==> src/rtl/mem_bank_pkg.sv <==
// rtl/mem_bank_pkg.sv - shared widths, lane slicing and select-stage type for the banked ECC memory
package mem_bank_pkg;

    // Widest bank index carried in a select stage (up to 16 banks)
    localparam int SEL_MAX_W = 4;

    function automatic int parity_bits(input int data_width);
        return $clog2(data_width) + 1;
    endfunction

    function automatic int encoded_word(input int data_width);
        return data_width + parity_bits(data_width);
    endfunction

    function automatic int lane_lo(input int lane, input int lane_width);
        return lane * lane_width;
    endfunction

    typedef struct packed {
        logic                 vld;
        logic [SEL_MAX_W-1:0] sel;
    } sel_stage_t;

endpackage

==> src/rtl/rd_sel_pipe.sv <==
// rtl/rd_sel_pipe.sv - DEPTH-stage {vld, sel} shift register with flush and async reset
module rd_sel_pipe
    import mem_bank_pkg::*;
#(
    parameter int DEPTH = 2
) (
    input  logic       clk,
    input  logic       rst_n,
    input  logic       flush,
    input  sel_stage_t in_stage,
    output sel_stage_t out_stage,
    output logic       busy
);

    sel_stage_t stages [DEPTH];

    always_ff @(posedge clk or negedge rst_n) begin
        if (!rst_n) begin
            for (int n = 0; n < DEPTH; n++) begin
                stages[n] <= '0;
            end
        end else begin
            stages[0].vld <= in_stage.vld & ~flush;
            stages[0].sel <= in_stage.sel;
            for (int n = 1; n < DEPTH; n++) begin
                stages[n].vld <= stages[n-1].vld & ~flush;
                stages[n].sel <= stages[n-1].sel;
            end
        end
    end

    always_comb begin
        busy = 1'b0;
        for (int n = 0; n < DEPTH; n++) begin
            busy = busy | stages[n].vld;
        end
    end

    assign out_stage = stages[DEPTH-1];

endmodule

==> src/rtl/bank_rd_return_mux.sv <==
// rtl/bank_rd_return_mux.sv - pipelined bank select tracking and read-return lane mux with held output
module bank_rd_return_mux
    import mem_bank_pkg::*;
#(
    parameter int DATA_WIDTH   = 8,
    parameter int PARITY_BITS  = parity_bits(DATA_WIDTH),
    parameter int ENCODED_WORD = DATA_WIDTH + PARITY_BITS,
    parameter int NUM_BANKS    = 4,
    parameter int BANK_SEL_W   = $clog2(NUM_BANKS),
    parameter int READ_LATENCY = 2,
    parameter int OUT_REG      = 1
) (
    input  logic                                  i_clk,
    input  logic                                  i_rst_n,
    input  logic                                  i_rd_en,
    input  logic [BANK_SEL_W-1:0]                 i_bank_sel,
    input  logic                                  i_flush,
    input  logic [NUM_BANKS*(ENCODED_WORD+1)-1:0] i_bank_data,
    output logic [ENCODED_WORD:0]                 o_rd_data,
    output logic                                  o_rd_valid,
    output logic [BANK_SEL_W-1:0]                 o_rd_bank,
    output logic                                  o_busy,
    output logic                                  o_sel_err
);

    localparam int LANE_W = ENCODED_WORD + 1;

    logic                  sel_legal;
    sel_stage_t            in_stage;
    sel_stage_t            last_stage;
    logic [LANE_W-1:0]     mux_data;
    logic [LANE_W-1:0]     hold_data;
    logic [BANK_SEL_W-1:0] hold_bank;

    // Widened compare so non-power-of-two bank counts can flag indices past the last bank
    assign sel_legal    = ({1'b0, i_bank_sel} < (BANK_SEL_W+1)'(NUM_BANKS));
    assign in_stage.vld = i_rd_en & sel_legal;
    assign in_stage.sel = SEL_MAX_W'(i_bank_sel);

    rd_sel_pipe #(
        .DEPTH (READ_LATENCY)
    ) u_sel_pipe (
        .clk       (i_clk),
        .rst_n     (i_rst_n),
        .flush     (i_flush),
        .in_stage  (in_stage),
        .out_stage (last_stage),
        .busy      (o_busy)
    );

    always_ff @(posedge i_clk or negedge i_rst_n) begin
        if (!i_rst_n) begin
            o_sel_err <= 1'b0;
        end else begin
            o_sel_err <= i_rd_en & ~sel_legal;
        end
    end

    always_comb begin
        mux_data = '0;
        for (int k = 0; k < NUM_BANKS; k++) begin
            if (last_stage.sel == SEL_MAX_W'(k)) begin
                mux_data = i_bank_data[lane_lo(k, LANE_W) +: LANE_W];
            end
        end
    end

    // Doubles as the output register (OUT_REG=1) or the hold register (OUT_REG=0)
    always_ff @(posedge i_clk or negedge i_rst_n) begin
        if (!i_rst_n) begin
            hold_data <= '0;
            hold_bank <= '0;
        end else if (last_stage.vld) begin
            hold_data <= mux_data;
            hold_bank <= last_stage.sel[BANK_SEL_W-1:0];
        end
    end

    generate
        if (OUT_REG != 0) begin : g_out_reg
            logic vld_q;

            always_ff @(posedge i_clk or negedge i_rst_n) begin
                if (!i_rst_n) begin
                    vld_q <= 1'b0;
                end else begin
                    vld_q <= last_stage.vld;
                end
            end

            assign o_rd_data  = hold_data;
            assign o_rd_bank  = hold_bank;
            assign o_rd_valid = vld_q;
        end else begin : g_out_comb
            assign o_rd_data  = last_stage.vld ? mux_data : hold_data;
            assign o_rd_bank  = last_stage.vld ? last_stage.sel[BANK_SEL_W-1:0] : hold_bank;
            assign o_rd_valid = last_stage.vld;
        end
    endgenerate

endmodule

==> config.mk <==
export PLATFORM = sky130hd
export DESIGN_NAME = bank_rd_return_mux
export DESIGN_NICKNAME = d
export VERILOG_FILES = /design/src/rtl/mem_bank_pkg.sv /design/src/rtl/rd_sel_pipe.sv /design/src/rtl/bank_rd_return_mux.sv
export SDC_FILE = /design/constraint.sdc
export NUM_CORES = 1
export LEC_CHECK = 0
export CAP_MARGIN = 40
export CORE_ASPECT_RATIO = 1.5
export CORE_MARGIN = 2
export CORE_UTILIZATION = 39
export DETAILED_ROUTE_END_ITERATION = 7
export PLACE_DENSITY_LB_ADDON = 0.3
export SLEW_MARGIN = 0
export SYNTH_ARGS = -nofsm -noshare
export SYNTH_HDL_FRONTEND = slang
export SYNTH_HIERARCHICAL = 1
export SYNTH_SLANG_ARGS = --single-unit
==> constraint.sdc <==
create_clock -name i_clk -period 4.5 [get_ports i_clk]
set_clock_uncertainty 0.2 [all_clocks]
set_input_delay 0.9 -clock i_clk [delete_from_list [all_inputs] [get_ports i_clk]]
set_output_delay 0.9 -clock i_clk [all_outputs]
set_load 0.02 [all_outputs]
; ---- Word-level counts from Yosys, hierarchy flattened
; Index checks and enable logic that the tools add are counted.
[word_totals]
reg_bits = 22
output_inout_bits = 18
[op_classes]
eq_ne = 3
n_bitwise = 4
muxes = 4
reduce_logical = 1
[ops]
columns = op, count
row1 = $mux W13, 4
row2 = $eq A2 B2 Y1 const B, 2
row3 = $logic_not A4 Y1, 1
row4 = $and A1 B1 Y1, 2
row5 = $eq A2 B1 Y1 const B, 1
row6 = $not A1 Y1, 1
row7 = $or A1 B1 Y1, 1

; ---- Depth between registers and ports, before layout
; Gate-level depths: netlist (run 1).
[depth]
ltp_word = 5
depth_mapped = 7
mapped_depth_nobuf = 4

; ---- Modules after synthesis
; The synthesis (run 1) kept the hierarchy.
[modules_own_cells]
columns = mod, seq_area_each_um2, instances, area_each_um2, cells_each
row1 = bank_rd_return_mux, 400.4, 1, 996.0, 101
row2 = rd_sel_pipe, 250.2, 1, 306.5, 18

; ---- Least setup slack after synthesis (run 1)
; No wires, ideal clock.
[synth_timing]
path_kind = input to register
from = input port i_bank_data[13]
to = register hold_data[0], in the netlist o_rd_data[0]
arrival_ns = 1.497
path_stages = 3
path_slack_ns = 2.667
required_ns = 4.164
cell_sequence = mux4_1 > nand2_1 > o21ai_0
[synth_between]
elab_chain_cells = 3
[synth_rtl]
columns = item, line
row1 = "start, declared", bank_rd_return_mux.sv:18  ; input logic [NUM_BANKS*(ENCODED_WORD+1)-1:0] i_bank_data,
row2 = $mux W13 (3 in series), bank_rd_return_mux.sv:62  ; if (last_stage.sel == SEL_MAX_W'(k)) begin
row3 = "end signal, assigned", bank_rd_return_mux.sv:74  ; hold_data <= mux_data;
row4 = "end, declared", bank_rd_return_mux.sv:32  ; logic [LANE_W-1:0] hold_data;
; No other way between the ends.
; A chain may end at the register's enable or synchronous reset.

; ---- Final worst setup path (run 1)
[layout_timing]
from = register u_sel_pipe.stages (netlist bit u_sel_pipe/out_stage[4])
to = output port o_busy
[layout_between]
elab_chain_cells = 1
[layout_rtl]
columns = item, line
row1 = "start, declared", rd_sel_pipe.sv:15  ; sel_stage_t stages [DEPTH];
row2 = $or A1 B1 Y1, rd_sel_pipe.sv:35  ; busy = busy | stages[n].vld;
row3 = "end, declared", bank_rd_return_mux.sv:22  ; output logic o_busy,
; No other way between the ends.

==> results.tsv, run 1 <==
stage	metric	value	unit
power	vdd_drop_max	0.195	mV
setup_path	crit_cells	2	
power	seqPwrFrac	0.445	
setup_path	critPathMaxStageDelay	0.71	ns
setup_path	crit_required	3.40	ns
route	vias_per_cell	4.85	
hold_path	min_path_cells	0	
layout	final_nets	246	
route	dr_total_vias	1102	
route	wire_per_inst	13.8	µm
die	initial_core_util	0.412	
sta	period_needed	2.85	ns
hold_path	hp-class	flop to flop	
power	power.density	293	nW/µm²
route	drcViolationCount	0	
global_routing	grt_pass1_vias	1177	
synthesis	syn-cell-area	1300	µm²
power	clkPwrFrac	0.305	
setup_path	cp-end-kind	primary output	
job	maxCapViolations	0	
synthesis	ys.warnings.count	6	
sta	drv_slew	0	
sta	relSlewSlack	0.580	
global_routing	grt_start_max_net_pins	19	
global_routing	antenna_found_initial	0	
place	hpwlAfterDp	2.44	mm
layout	layout_commonest_cell	clkdlybuf4s50_1	
sta	worstMarginPinSlew	0.628	ns
route	antenna_left	0	
die	fp.dieH	74.8	µm
route	wirelength	3.13	mm
setup_path	critPathTopFamily	flip-flops	
setup_path	regToRegStartpoint	u_sel_pipe/out_stage[4]	
setup_path	critical_path_buf_inv_count	1	
layout	n_antenna_cell	0	
cts	tritoncts	done	
power	switchingPower	0.000141	W
layout	fillers	246	
cts	ctsResizeCount	0	
setup_path	cp-startpoint	u_sel_pipe/out_stage[4]	
die	rows	25	
die	die_w	51.2	µm
route	drt_first_iter_violations	15	
place	place_area	2020	µm²
cts	numCtsBuffers	3	
synthesis	synthCells	119	
synthesis	yosysSeqAreaShare	0.500	
die	core-area	3160	µm²
power	p_int	0.000470	W
layout	finalInstanceArea	2090	µm²
cts	clkLatencyLatePin	0.26	ns
synthesis	avgSynthCellArea	10.9	µm²
sta	hold_slack	0.154	ns
cts	cts_setup_buffers	0	
cts	path_clk_slew	0.09	ns
setup_path	path_cells	or2_1 > clkdlybuf4s50_1	
power	p_comb_frac	0.250	
global_routing	grt_overflow	0	
power	p_leak	0.887	nW
die	ios	76	
die	die-area	3830	µm²
sta	finalSetupTns	0	ns
global_routing	grtUsageTotal	0.173	
cts	hold_buffers	0	
setup_path	cp.arrival	1.75	ns
setup_path	cp_slowest_cell	dfrtp_1	
layout	most-common-layout-cells	clkdlybuf4s50_1 (74), dfrtp_1 (26), a21oi_1 (17)	
cts	cts_htree_levels	1	
synthesis	synth_seq_cells	26	
power	sw_frac_of_total	0.231	
run_status	status	finished, final reports clean	
global_routing	grt_pass1_wl	4.89	mm
sta	period_share	0.634	
place	portBuffers	74	
setup_path	r2r_cells	4	
cts	cts-root-buf	clkbuf_8	
sta	setup_viol	0	
setup_path	critPathMaxFanout	18	
setup_path	setup.worst_path.start_class	flop	
route	dr.pass1.iters	4	
setup_path	crit_type	flop to primary output	
sta	clock.fmax	351	MHz
hold_path	worstHoldStart	u_sel_pipe/stages[7]	
place	gp_congestion	0.693	
sta	finalHoldViolations	0	
synthesis	ys_types	21	
layout	area_growth	60.4	%
layout	drive_gt1_frac	0.0642	
sta	grt_setup_unrepaired	false	
cts	cts.path.max_buffers	2	
power	power	0.000611	W
cts	cts.sinks	26	
==> cells by family after synthesis <==
group | synth area share
multiplexers | 0.150
AO/OA/AOI/OAI | 0.137
AND/OR/NAND/NOR | 0.0951
flip-flops | 0.500
buffers and inverters | 0.115
other | 0.00288
==> cells in the mapped netlist, drive strengths merged <==
master	count	area [µm²]
o21ai	17	85.1
nand2	8	30.0
dfrtp	26	651
mux2	2	22.5
and3	1	6.26
buf	12	93.8
inv	14	52.6
a21oi	17	85.1
clkbuf	1	3.75
or2	2	12.5
nor3b	1	18.8
o221ai	1	8.76
mux4	7	173
conb	1	3.75
nor2b	9	56.3
==> area by class of cell <==
| class | instances | area (µm²) | share of cell area |
|---|---|---|---|
| multi-input combinational | 68 | 509 | 0.244 |
| sequential | 26 | 651 | 0.311 |
| inverter | 14 | 52.6 | 0.0251 |
| tap | 40 | 50.0 | 0.0240 |
| timing repair buffer | 75 | 756 | 0.362 |
| clock inverter | 1 | 30.0 | 0.0144 |
| clock buffer | 3 | 41.3 | 0.0198 |
==> per-layer routing <==
metal  vias up  share of wire  track usage
met4         0         0.0061       0.0631
met1       515           0.38        0.174
li1        528              -            -
met5         -              0            0
met3         2          0.083       0.0417
met2        57           0.53        0.339
==> sequential cells by signal, summed over array words and instances, names as in the netlist <==
| name | count |
|---|---|
| o_rd_valid | 1 |
| u_sel_pipe/out_stage | 5 |
| u_sel_pipe/stages | 5 |
| o_rd_data | 13 |
| o_rd_bank | 2 |
==> power groups by stage <==
stage / Sequential, W / Clock [W] / Combinational (W)
6_report: 0.000272 / 0.000187 / 0.000153
5_1_grt: 0.000275 / 0.000200 / 0.000165
4_1_cts: 0.000272 / 0.000191 / 0.000155
3_5_place_dp: 0.000276 / 0 / 0.000154
3_3_place_gp: 0.000276 / 0 / 0.000150
2_1_floorplan: 0.000289 / 0 / 0.0000481
==> stage by stage <==
step | cells | util | setup slack (ns)
finish | 227 | 0.661 | 1.65
global route | 227 | 0.661 | 1.54
CTS | 227 | 0.661 | 1.63
detailed placement | 223 | 0.639 | 1.93
global placement | 222 | 0.634 | 1.96
floorplan | 121 | - | 2.67
==> worst paths after layout <==
path	to	slack [ns]
setup / recovery	o_busy	1.65
hold / removal	u_sel_pipe/out_stage[2]	0.15
setup reg to reg	o_rd_data[9]	2.36
hold reg to reg	u_sel_pipe/out_stage[2]	0.15
max in group asynchronous	o_rd_data[12]	2.77
min in group asynchronous	o_rd_data[7]	0.82
(Power assumes the default switching activity.)
==> inputs of run 2 (changes only) <==
--- a/config.mk
+++ b/config.mk
@@ -8,7 +8,7 @@
 export CAP_MARGIN = 40
 export CORE_ASPECT_RATIO = 1.5
 export CORE_MARGIN = 2
-export CORE_UTILIZATION = 39
+export CORE_UTILIZATION = 38
 export DETAILED_ROUTE_END_ITERATION = 7
 export PLACE_DENSITY_LB_ADDON = 0.3
 export SLEW_MARGIN = 0
==> constraint.sdc (replaced) <==
create_clock -name i_clk -period 2.8 [get_ports i_clk]
set_clock_uncertainty 0.2 [all_clocks]
set_input_delay 0.56 -clock i_clk [delete_from_list [all_inputs] [get_ports i_clk]]
set_output_delay 0.56 -clock i_clk [all_outputs]
set_load 0.02 [all_outputs]
==> run 2 against run 1 <==
  * Final cell count is 1.8% higher
  * Total power is 50% higher
  * Core utilization is 4.0 points lower
  * Die area is 2.5% higher
  * Critical path type unchanged
  * Largest cell class unchanged
==> results.tsv, run 2 (synthesis gave the netlist of run 1 again) <==
stage	metric	value	unit	change
cts	cts.sinks	26		unchanged
place	place_area	2030	µm²	+0.50%
setup_path	r2r_cells	3		-1
layout	fillers	284		+15%
run_status	status	finished, final reports clean		
sta	finalSetupTns	0	ns	unchanged
setup_path	path_cells	or2_1 > clkdlybuf4s50_1		
die	die-area	3920	µm²	+2.5%
power	power.density	439	nW/µm²	+50%
place	hpwlAfterDp	2.48	mm	+1.7%
sta	finalHoldViolations	0		unchanged
sta	relSlewSlack	0.552		-0.0275
global_routing	grt_pass1_wl	5.16	mm	+5.5%
die	core-area	3350	µm²	+6.1%
cts	path_clk_slew	0.08	ns	about the same
sta	fin_ws	0.651	ns	-0.998 ns
layout	area_growth	59.9	%	
power	p_leak	0.888	nW	+0.13%
die	initial_core_util	0.389		-0.0236
layout	finalInstanceArea	2080	µm²	-0.30%
layout	largest_register_ffs	13		unchanged
cts	ctsResizeCount	0		unchanged
place	dpl_worst_slack	0.857	ns	-1.07 ns
route	drcViolationCount	0		unchanged
layout	final_nets	248		+0.81%
setup_path	r2r_end	o_rd_data[6]		
sta	worstMarginPinSlew	0.671	ns	+0.0433 ns
sta	grt_setup_unrepaired	false		
layout	most-common-layout-cells	clkdlybuf4s50_1 (74), dfrtp_1 (26), a21oi_1 (17)		
hold_path	worstHoldStart	u_sel_pipe/stages[5]		
cts	cts_htree_levels	1		unchanged
cts	clkLatencyLatePin	0.26	ns	about the same
place	portBuffers	74		unchanged
sta	clock.fmax	465	MHz	
route	dr.pass1.iters	3		-1
setup_path	setup.worst_path.start_class	flop		
setup_path	crit_required	2.04	ns	-1.36 ns
cts	cts.path.max_buffers	2		unchanged
route	vias_per_cell	4.85		-0.13%
cts	cts-root-buf	clkbuf_8		
global_routing	grt_pass1_vias	1193		+1.4%
cts	tritoncts	done		
setup_path	regToRegStartpoint	u_sel_pipe/out_stage[0]		
global_routing	grt_start_max_net_pins	27		+8
sta	period_share	0.768		
route	drt_first_iter_violations	13		-2
route	wirelength	3.20	mm	+2.5%
setup_path	reg2reg_slack	0.92	ns	-1.44 ns
die	die_w	51.8	µm	+1.2%
hold_path	hp-class	flop to flop		
setup_path	critPathMaxFanout	2		-16
layout	layout_commonest_cell	clkdlybuf4s50_1		
global_routing	grt_overflow	0		unchanged
setup_path	cp_slowest_cell	clkdlybuf4s50_1		
route	dr_total_vias	1120		+1.6%
cts	hold_buffers	0		unchanged
global_routing	grtUsageTotal	0.174		+0.000790
setup_path	cp-end-kind	primary output		
die	fp.dieH	75.7	µm	+1.2%
cts	numCtsBuffers	3		unchanged
global_routing	antenna_found_initial	0		unchanged
layout	drive_gt1_frac	0.0741		+0.00990
sta	setup_viol	0		unchanged
setup_path	crit_type	flop to primary output		
sta	period_needed	2.15	ns	
route	wire_per_inst	13.9	µm	+0.75%
die	rows	26		+4.0%
place	gp_congestion	0.678		-2.2%
layout	n_antenna_cell	0		unchanged
setup_path	cp.arrival	1.39	ns	-0.36 ns
job	maxCapViolations	0		unchanged
sta	drv_slew	0		unchanged
cts	cts_setup_buffers	0		unchanged
die	ios	76		unchanged
hold_path	min_path_cells	0		unchanged
setup_path	critPathMaxStageDelay	0.54	ns	-0.17 ns
route	antenna_left	0		unchanged
hold_path	hold_end	u_sel_pipe/out_stage[0]		
power	vdd_drop_max	0.225	mV	+15%
==> run 2: layout make-up <==
class,count,area (µm²),area share
Timing Repair Buffer,77,763,0.366
Sequential cell,26,651,0.312
Multi-Input combinational cell,68,509,0.244
Clock buffer,4,55.1,0.0264
Inverter,14,52.6,0.0252
Tap cell,42,52.6,0.0252
==> run 2: how the worst max path moves through the flow <==
stage	start	to	slack, ns	depth (start not counted)
finish	u_sel_pipe/out_stage[4]	o_busy	0.65	2
global route	u_sel_pipe/out_stage[4]	o_busy	0.58	2
CTS	u_sel_pipe/out_stage[4]	o_busy	0.63	2
detailed placement	i_bank_data[14]	o_rd_data[1]	0.86	4
global placement	i_bank_data[17]	o_rd_data[4]	0.90	4
floorplan	u_sel_pipe/out_stage[0]	o_rd_data[2]	1.22	6
==> run 2: metrics by stage <==
stage,std cells,hold slack (ns),utilization,power (W)
after floorplan,121,0.0644,-,0.000542
after global placement,227,0.135,0.605,0.000686
after detailed placement,227,0.137,0.605,0.000692
after CTS,231,0.158,0.622,0.000929
after global routing,231,0.164,0.622,0.000966
final,231,0.155,0.622,0.000914
==> run 2: worst max-delay path, delay by kind of cell (launching register included) <==
family,cells,cell delay [ns]
DFF,1,0.38
and+or+nand+nor,1,0.22
buffers and inverters,1,0.54
==> run 2: metal layers <==
layer / global-route usage / share of wire / up-vias
li1: - / - / 535
met1: 0.197 / 0.38 / 525
met2: 0.330 / 0.53 / 58
met3: 0.0333 / 0.085 / 2
met4: 0.0468 / 0.0031 / 0
met5: 0 / 0 / -
==> run 2: power by group <==
group | leakage, nW | internal [W] | total [W] | switching (W)
Sequential | 0.332 | 0.000409 | 0.000434 | 0.0000250
Clock | 0.0288 | 0.000125 | 0.000232 | 0.000107
Combinational | 0.527 | 0.000155 | 0.000248 | 0.0000931
==> inputs of run 3 (changes only) <==
==> constraint.sdc (replaced) <==
create_clock -name i_clk -period 2.25 [get_ports i_clk]
set_clock_uncertainty 0.2 [all_clocks]
set_input_delay 0.45 -clock i_clk [delete_from_list [all_inputs] [get_ports i_clk]]
set_output_delay 0.45 -clock i_clk [all_outputs]
set_load 0.02 [all_outputs]
==> run 3 against run 2 <==
  * Combinational power rose by 25%
  * Non-clock buffer count did not move
  * Via count fell by 2.1%
  * Largest power group unchanged
==> results.tsv, run 3 (synthesis gave the netlist of run 1 again) <==
stage	metric	value	unit	change
route	drcViolationCount	0		unchanged
die	ios	76		unchanged
sta	drv_slew	0		unchanged
cts	ctsResizeCount	0		unchanged
cts	cts_htree_levels	1		unchanged
route	wire_per_inst	13.4	µm	-3.3%
cts	cts-root-buf	clkbuf_8		
sta	relSlewSlack	0.615		+0.0626
setup_path	critPathTopFamily	buffers and inverters		
sta	period_needed	2.05	ns	
hold_path	hp-class	flop to flop		
global_routing	grt_pass1_wl	5.01	mm	-2.9%
global_routing	grtUsageTotal	0.172		-0.00249
cts	numCtsBuffers	3		unchanged
place	gp_congestion	0.705		+4.0%
setup_path	path_cells	or2_1 > clkdlybuf4s50_1		
layout	most-common-layout-cells	clkdlybuf4s50_1 (74), dfrtp_1 (26), a21oi_1 (17)		
sta	period_share	0.909		
power	power.density	584	nW/µm²	+33%
cts	cts.path.max_buffers	2		unchanged
cts	cts.sinks	26		unchanged
layout	layout_commonest_cell	clkdlybuf4s50_1		
layout	final_nets	248		unchanged
cts	hold_buffers	0		unchanged
cts	cts_setup_buffers	0		unchanged
setup_path	critPathMaxStageDelay	0.53	ns	about the same
setup_path	critical_path_buf_inv_count	1		unchanged
die	initial_core_util	0.389		unchanged
layout	area_growth	61.2	%	
layout	fillers	268		-5.6%
power	clkPwrFrac	0.307		+0.053
sta	clock.fmax	489	MHz	
die	core-area	3350	µm²	unchanged
global_routing	antenna_found_initial	0		unchanged
global_routing	grt_overflow	0		unchanged
power	sw_frac_of_total	0.233		-0.0127
die	die_w	51.8	µm	unchanged
route	antenna_left	0		unchanged
job	maxCapViolations	0		unchanged
layout	n_antenna_cell	0		unchanged
setup_path	cp_slowest_cell	clkdlybuf4s50_1		
route	wirelength	3.10	mm	-3.3%
die	die-area	3920	µm²	unchanged
place	portBuffers	74		unchanged
setup_path	setup.worst_path.start_class	flop		
sta	grt_setup_unrepaired	false		
power	switchingPower	0.000286	W	+27%
sta	fin_ws	0.204	ns	-0.447 ns
cts	clkLatencyLatePin	0.26	ns	about the same
sta	finalHoldViolations	0		unchanged
place	placedCellCount	227		unchanged
route	drt_first_iter_violations	15		+2
route	dr_total_vias	1097		-2.1%
place	dpl_worst_slack	0.412	ns	-0.444 ns
setup_path	crit_required	1.60	ns	-0.44 ns
power	p_comb_frac	0.253		-0.019
sta	worstMarginPinSlew	0.578	ns	-0.0938 ns
power	vdd_drop_max	0.304	mV	+35%
layout	final_cell_count_no_fill	231		unchanged
layout	drive_gt1_frac	0.0741		unchanged
cts	tritoncts	done		
route	vias_per_cell	4.75		-2.1%
global_routing	grt_start_max_net_pins	27		unchanged
power	p_int	0.000940	W	+36%
power	seqPwrFrac	0.441		-0.034
sta	setup_viol	0		unchanged
route	dr.pass1.iters	4		+1
layout	largest_register_ffs	13		unchanged
run_status	status	finished, final reports clean		
die	fp.dieH	75.7	µm	unchanged
die	rows	26		unchanged
setup_path	critPathMaxFanout	2		unchanged
setup_path	cp-end-kind	primary output		
sta	finalSetupTns	0	ns	unchanged
power	power	0.00123	W	+34%
setup_path	crit_type	flop to primary output		
power	p_leak	0.895	nW	+0.78%
global_routing	grt_pass1_vias	1174		-1.6%
setup_path	crit_cells	2		unchanged
layout	postLayoutCoreUtil	0.627		+0.00485
hold_path	min_path_cells	0		unchanged
setup_path	cp.arrival	1.40	ns	about the same
setup_path	r2r_cells	3		unchanged
cts	path_clk_slew	0.09	ns	about the same
[run 3: layout make-up]
class / count / area, µm² / area share
clock buffers: 3 / 41.3 / 0.0197
clock inverters: 1 / 30.0 / 0.0143
inverters: 14 / 52.6 / 0.0250
multi-input cells: 68 / 509 / 0.243
flip-flops and latches: 26 / 651 / 0.310
well taps: 42 / 52.6 / 0.0250
repair buffers: 77 / 763 / 0.364
[run 3: layer usage]
| metal | wire length [µm] | track usage | vias up |
|---|---|---|---|
| li1 | - | - | 535 |
| met1 | 1130 | 0.191 | 502 |
| met2 | 1650 | 0.322 | 60 |
| met3 | 310 | 0.0392 | 0 |
| met4 | 0 | 0.0526 | 0 |
| met5 | 0 | 0 | - |
[run 3: final timing paths]
| path | slack, ns | end | from |
|---|---|---|---|
| setup / recovery | 0.20 | o_busy | u_sel_pipe/out_stage[4] |
| hold / removal | 0.15 | u_sel_pipe/out_stage[3] | u_sel_pipe/stages[8] |
| setup reg to reg | 0.43 | o_rd_data[12] | u_sel_pipe/out_stage[0] |
| hold reg to reg | 0.15 | u_sel_pipe/out_stage[3] | u_sel_pipe/stages[8] |
| max in group asynchronous | 1.28 | o_rd_data[0] | i_rst_n |
| min in group asynchronous | 0.34 | u_sel_pipe/stages[6] | i_rst_n |
[run 3: power by group through the flow]
stage	Clock [W]	Sequential, W	Combinational (W)
floorplan	0	0.000578	0.0000962
global placement	0	0.000548	0.000307
detailed placement	0	0.000549	0.000313
CTS	0.000387	0.000541	0.000314
global route	0.000397	0.000547	0.000335
finish	0.000376	0.000540	0.000310
[run 3: through the flow]
| step | instance area, µm² | hold slack, ns |
|---|---|---|
| finish | 2100 | 0.154 |
| global route | 2100 | 0.174 |
| CTS | 2100 | 0.156 |
| detailed placement | 2030 | 0.135 |
| global placement | 2030 | 0.134 |
| floorplan | 1310 | -0.0456 |
